<file path="src/rtl/fft_pkg.sv">
// fft_pkg: shared constants, sample/frame types and read-side FSM states for the FFT front end
package fft_pkg;
   localparam int FFT_N = 8;
   localparam int FFT_DATA_WIDTH = 16;
   typedef struct packed {
      logic signed [FFT_DATA_WIDTH-1:0] re;
      logic signed [FFT_DATA_WIDTH-1:0] im;
   } cplx_t;
   typedef logic [FFT_N-1:0][FFT_DATA_WIDTH-1:0] frame_t;
   typedef enum logic {IDLE, ISSUE} rd_state_t;
endpackage

</file>
<file path="src/rtl/fft_frame_buf.sv">
// fft_frame_buf: N-entry complex register bank, indexed write port and parallel read port
module fft_frame_buf
   import fft_pkg::*;
#(
   parameter int DATA_WIDTH = FFT_DATA_WIDTH,
   parameter int N = FFT_N,
   localparam int IW = $clog2(N)
) (
   input  logic                            clk,
   input  logic                            we,
   input  logic [IW-1:0]                   idx,
   input  logic [DATA_WIDTH-1:0]           wr_real,
   input  logic [DATA_WIDTH-1:0]           wr_imag,
   output logic [N-1:0][DATA_WIDTH-1:0]    rd_real,
   output logic [N-1:0][DATA_WIDTH-1:0]    rd_imag
);
   // store one sample into the addressed slot; contents are qualified by the owner's full flag
   always_ff @(posedge clk)
      if (we) begin
         rd_real[idx] <= wr_real;
         rd_imag[idx] <= wr_imag;
      end
endmodule

</file>
<file path="src/rtl/fft_8p_in_buf.sv">
// fft_8p_in_buf: ping-pong frame assembler feeding the parallel FFT core (optional FFT_IN_PRESCALE_EN)
module fft_8p_in_buf
   import fft_pkg::*;
#(
   parameter int DATA_WIDTH = FFT_DATA_WIDTH,
   parameter int N = FFT_N
) (
   input  logic                            clk,
   input  logic                            rst,
   input  logic                            s_valid,
   output logic                            s_ready,
   input  logic [DATA_WIDTH-1:0]           s_real,
   input  logic [DATA_WIDTH-1:0]           s_imag,
   input  logic                            out_ready,
   output logic                            start,
   output logic [N-1:0][DATA_WIDTH-1:0]    x_real,
   output logic [N-1:0][DATA_WIDTH-1:0]    x_imag
);
   localparam int IW = $clog2(N);
   logic wr_buf, rd_buf, xfer, last, issue;
   logic [IW-1:0] wr_idx;
   logic [1:0] full, full_n;
   rd_state_t state, state_n;
   logic [DATA_WIDTH-1:0] wr_real, wr_imag;
   logic [1:0][N-1:0][DATA_WIDTH-1:0] bank_real, bank_imag;
   assign s_ready = !rst && !full[wr_buf];
   assign xfer = s_valid && s_ready;
   assign last = wr_idx == IW'(N - 1);
   assign issue = full[rd_buf] && out_ready;
`ifdef FFT_IN_PRESCALE_EN
   assign wr_real = $signed(s_real) >>> IW;
   assign wr_imag = $signed(s_imag) >>> IW;
`else
   assign wr_real = s_real;
   assign wr_imag = s_imag;
`endif
   for (genvar b = 0; b < 2; b++) begin : g_buf
      fft_frame_buf #(.DATA_WIDTH(DATA_WIDTH), .N(N)) u_buf (
         .clk     (clk),
         .we      (xfer && wr_buf == 1'(b)),
         .idx     (wr_idx),
         .wr_real (wr_real),
         .wr_imag (wr_imag),
         .rd_real (bank_real[b]),
         .rd_imag (bank_imag[b])
      );
   end
   // next full flags and read FSM; a drain and a fill never target the same buffer
   always_comb begin
      full_n = full;
      if (issue) full_n[rd_buf] = 1'b0;
      if (xfer && last) full_n[wr_buf] = 1'b1;
      state_n = issue ? ISSUE : IDLE;
      start = state == ISSUE;
   end
   // write pointer, read pointer, FSM state and output frame registers
   always_ff @(posedge clk)
      if (rst) begin
         state <= IDLE;
         full <= '0;
         wr_buf <= 1'b0;
         rd_buf <= 1'b0;
         wr_idx <= '0;
         x_real <= '0;
         x_imag <= '0;
      end else begin
         state <= state_n;
         full <= full_n;
         if (xfer) begin
            wr_idx <= wr_idx + 1'b1;
            if (last) wr_buf <= !wr_buf;
         end
         if (issue) begin
            rd_buf <= !rd_buf;
            x_real <= bank_real[rd_buf];
            x_imag <= bank_imag[rd_buf];
         end
      end
endmodule
</file>
<file path="config.mk">
export PLATFORM = sky130hd
export DESIGN_NAME = fft_8p_in_buf
export DESIGN_NICKNAME = d
export VERILOG_FILES = /design/src/rtl/fft_pkg.sv /design/src/rtl/fft_frame_buf.sv /design/src/rtl/fft_8p_in_buf.sv
export SDC_FILE = /design/constraint.sdc
export NUM_CORES = 1
export LEC_CHECK = 0
export BUFFER_PORTS_ARGS = -buffer_cell sky130_fd_sc_hd__buf_2
export CORE_MARGIN = 2
export CORE_UTILIZATION = 35
export DETAILED_ROUTE_END_ITERATION = 12
export SYNTH_ARGS = -nofsm -noshare
export SYNTH_HDL_FRONTEND = slang
export SYNTH_HIERARCHICAL = 1
export SYNTH_SLANG_ARGS = --single-unit
export TNS_END_PERCENT = 20
</file>
<file path="constraint.sdc">
create_clock -name clk -period 4.4 [get_ports clk]
set_clock_uncertainty 0.2 [all_clocks]
set_input_delay 0.44 -clock clk [delete_from_list [all_inputs] [get_ports clk]]
set_output_delay 0.44 -clock clk [all_outputs]
set_load 0.05 [all_outputs]
</file>
======== Word-level counts from Yosys, hierarchy flattened ========
Index checks and enable logic that the tools add are counted.
cells by class
  $add $sub $neg .......................... 1
  magnitude comparators ................... 6
  reductions and logical operators ........ 14
  eq/ne operators ......................... 1
  bitwise logic cells ..................... 4
  multiplexer cells ....................... 21
operators by type and width
  operator               number
  $bwmux W128            4
  $mux W128              4
  $demux W16 S3          1
  $mux W16               1
  $logic_and A1 B1 Y1    9
  $mux W1                7
  $logic_not A1 Y1       4
  $lt A1 B2 Y1 const B   2
  $lt A3 B4 Y1 const B   1
  $mux W2                2
  $add A3 B1 Y3 const B  1
  $eq A3 B3 Y1 const B   1
  $ge A3 B1 Y1 const B   1
  $and A2 B2 Y2          1
  $demux W1 S1           2
  $ge A1 B1 Y1 const B   2
  $not A2 Y2             1
  $or A2 B2 Y2           1
  $reduce_and A2 Y1      1
  $not A1 Y1             1
word-level totals
  logic and storage cells ................. 100
  bits in registers ....................... 776

======== Depth between registers and ports, before layout ========
  depth after elaboration ................. 9
  depth in mapped cells ................... 7
  gate-level depth less buffers ........... 5

======== Hierarchy ========
The synthesis kept the hierarchy.
by module, submodules not included
  module         area an instance (sq um)  cells each  instances  seq. area each (sq um)
  fft_frame_buf  7783.7                    264         2          7687.4
  fft_8p_in_buf  13167.6                   1205        1          5285.1

======== Least setup slack after synthesis ========
Ideal clock, no wire load.
  path type ............................... flip-flop to flip-flop
  start point ............................. register wr_buf
  end point ............................... register g_buf[0].u_buf/rd_imag[0] in the netlist's numbering, enable pin
  buffers on the path ..................... 0
  required time ........................... 3.760 ns
  cell stages (with the launch flop) ...... 5
  arrival time ............................ 2.845 ns
  setup slack ............................. 0.915 ns
  period minus slack after synthesis ...... 3.485 ns
  setup time .............................. 0.440 ns
  cells stage by stage .................... dfxtp_1 mux2i_1 nand2_1 nor2_1 nor4b_2
between the ends
  longest elaborated chain between the ends .. 6
  elaborated cells between the ends (all ways) .. 7
RTL lines
  what                                        line                 text
  start: declaration                          fft_8p_in_buf.sv:20  logic wr_buf, rd_buf, xfer, last, issue;
  start signal: assignment                    fft_8p_in_buf.sv:71  if (last) wr_buf <= !wr_buf;
  $mux W1 (not written as such) (2 in a row)  fft_8p_in_buf.sv:26  assign s_ready = !rst && !full[wr_buf];
  $logic_not A1 Y1                            fft_8p_in_buf.sv:26
  $logic_and A1 B1 Y1                         fft_8p_in_buf.sv:26
  $logic_and A1 B1 Y1                         fft_8p_in_buf.sv:27  assign xfer = s_valid && s_ready;
  $logic_and A1 B1 Y1 (*)                     fft_8p_in_buf.sv:40  .we (xfer && wr_buf == 1'(b)),
  end signal: indexed assignment              fft_frame_buf.sv:21  rd_imag[idx] <= wr_imag;
  end: declaration                            fft_frame_buf.sv:15  output logic [N-1:0][DATA_WIDTH-1:0] rd_imag
Every way passes the cells marked *; elsewhere a longest branch is shown, timed or not. The select of a mux whose other input is x is not followed.
A chain may end at the register's enable or synchronous reset.

======== Worst setup path in the final report ========
Same ends and word-level chain as after synthesis.

==> impl_metrics.ini <==
[sta]
max_freq_ghz = 0.304
grt_setup_unrepaired = false
fin_ws_ps = 1110
period_share_pct = 74.8
period_needed_ps = 3290
slew_headroom_pct = 15.8
final_hold_viol_count = 0
setup_tns_ps = 0
holdWs_ps = 36.7
slew_violations = 0
final-setup-viol-count = 0
worst_pin_slew_ps = 1260

[critical_path]
rrSetupSlack_ps = 1110
cp_max_fo = 22
critPathKind = flop to flop
worstPathRequired_ps = 4490
crit_path_end_kind = flop
worst_setup_path_start_kind = flop
worstPathArrival_ps = 3380
rr_endpoint = g_buf[0].u_buf/rd_imag[0]
r2r-start = wr_buf
rr_worst_depth = 5

[global_routing]
overflow = 0
grt_max_degree = 176
grtUsageTotal_pct = 17.3
antenna_found_initial = 4
grt_first_pass_wirelength_um = 109000
grt_pass1_vias = 16034

[cells_and_area]
num-nets-final = 2023
drive_gt1_share_pct = 33.4
synthToLayoutAreaGrowth_pct = 18.0
diodes = 0

[route]
route.detailed.drc = 0
routedWlPerCell_um = 23.9
drtIter0Drc = 1261
viasPerCell = 5.20
wirelength_um = 74800
dr.pass1.iters = 7
ant_nets = 0
via_count = 16270

[clock_tree]
cts_tree = yes
h-tree-depth = 3
numCtsBuffers = 83
clockBufferDepth = 3
insertion_delay_ps = 630
cts.sinks = 776
cts-root-buf = clkbuf_16
clk_pin_slew_ps = 60

[synthesis]
synth-edff-count = 512
ys_warn_count = 6
synth.net_count = 1771
synth_area_leaders = edfxtp_1 54%, dfxtp_1 18%, a211oi_2 10%, mux2i_1 9.0%, a21oi_1 4.5%
synth_area_sq_um = 28700
synthFlopType = edfxtp_1
yosys-top-cells-count = 512 x edfxtp_1, 264 x dfxtp_1, 259 x a21oi_1
yosysMostFrequentCell = edfxtp_1
synth_top_area_cell = edfxtp_1
synthesis.instances = 1733
ys_async_sr_fraction_pct = 0
synth_top_area_share_pct = 53.5
synth_cell_type_count = 31
ys_seq_area_share_pct = 71.9
avgSynthCellArea_sq_um = 16.6
ys_ff_latch = 776

[placed_design]
portBuffers = 293
dpl.hpwl_um = 45300
place_congestion = 0.788
dp_slack_ps = 1160

[floorplan]
die_y_um = 291
initial_core_util_pct = 35.2
die-area_sq_um = 84400
ios = 294
die_w_um = 291
rows = 105
core_area_sq_um = 81700

[power]
peakVddDrop_v = 0.000327
power_leakage_nw = 10.8
pwr_density_cell_nw_per_um2 = 451

[min_path]
hold_depth = 1
hold-path-endpoint = g_buf[0].u_buf/rd_imag[127]
worstHoldStart = s_imag[15]
min_path_type = input pin to flop

[flow_run]
drv_cap = 0

[run_status]
status = complete, no violations
-- state kept, by name (all words and copies together) (netlist names) --
| name | cells |
|---|---|
| x_imag | 128 |
| g_buf.u_buf/rd_imag | 256 |
| g_buf.u_buf/rd_real | 256 |
| full | 2 |
| start | 1 |
| rd_buf | 1 |
| x_real | 128 |
| wr_buf | 1 |
| wr_idx | 3 |
-- how the worst max path moves through the flow --
stage / endpoint / cells after the start / slack (ps) / from
3_5_place_dp: g_buf[0].u_buf/rd_imag[2] / 6 / 1160 / rst
2_1_floorplan: g_buf[0].u_buf/rd_imag[0] / 4 / 920 / wr_buf
6_report: g_buf[0].u_buf/rd_imag[0] / 5 / 1110 / wr_buf
5_1_grt: g_buf[0].u_buf/rd_imag[0] / 5 / 970 / wr_buf
3_3_place_gp: g_buf[0].u_buf/rd_imag[1] / 6 / 1220 / rst
4_1_cts: g_buf[0].u_buf/rd_imag[4] / 5 / 1150 / wr_buf
-- cells by family after synthesis --
kind of cell    count (synthesis)  share of synthesized area [%]
simple gates                   31                          0.962
mux                           261                           9.12
flops                         776                           71.9
buf+inv                       145                           2.67
compound gates                518                           15.3
fa+ha+maj                       2                         0.0871
-- stage by stage --
step           utilization (%)  std cells  instance area (sq um)  total power, W
2_1_floorplan                -       1733                  28700         0.00813
3_3_place_gp              38.0       2969                  31100         0.00831
3_5_place_dp              38.0       2969                  31100         0.00832
4_1_cts                   41.5       3126                  33900          0.0154
5_1_grt                   41.5       3126                  33900          0.0157
6_report                  41.5       3126                  33900          0.0153
-- timing repair --
item,4_1_cts,5_1_grt
setup endpoints to repair,0,0
hold buffers,1,0
hold endpoints to repair,3,0
resized for setup,0,0
buffers inserted,0,0
-- worst max-delay path, cell delays in order, from the launching register on --
cell and delay [ps]:
dfxtp_1 410, mux2i_1 480, nand2_1 240, nor2_1 400, nor4b_4 780, buf_4 430
-- per-layer routing --
layer  share of wire (%)  global-route usage [%]
met1                  45                    24.2
met2                  47                    27.3
met3                 6.7                    3.62
met4                 2.2                    4.52
met5               0.032                       0
-- placed cells by master (no fill, tap or decap), types with 3 or more instances in the layout --
cell type,instances
a211oi_1,26
a211oi_2,230
a21oi_1,259
and4b_2,6
and4bb_2,6
buf_12,8
buf_2,291
buf_4,9
bufinv_16,5
clkbuf_1,23
clkbuf_16,88
clkbuf_8,15
clkinv_1,6
clkinv_2,11
dfxtp_1,263
edfxtp_1,512
inv_6,3
mux2i_1,258
nor2b_1,5
-- power by group --
| group | leakage [nW] | internal, W | switching [W] |
|---|---|---|---|
| Clock | 1.40 | 0.00424 | 0.00288 |
| Combinational | 2.71 | 0.0000491 | 0.000285 |
| Sequential | 6.74 | 0.00781 | 0.0000241 |
| Total | 10.8 | 0.0121 | 0.00318 |
-- area by class of cell --
class / instances / area (sq um)
inverters: 1 / 3.75
repair buffers: 311 / 1720
fillers: 7431 / 47800
clock buffers: 126 / 2490
flip-flops and latches: 776 / 20700
clock inverters: 30 / 347
well taps: 1070 / 1340
multi-input cells: 812 / 7340
Power figures use the tool's default switching activity.
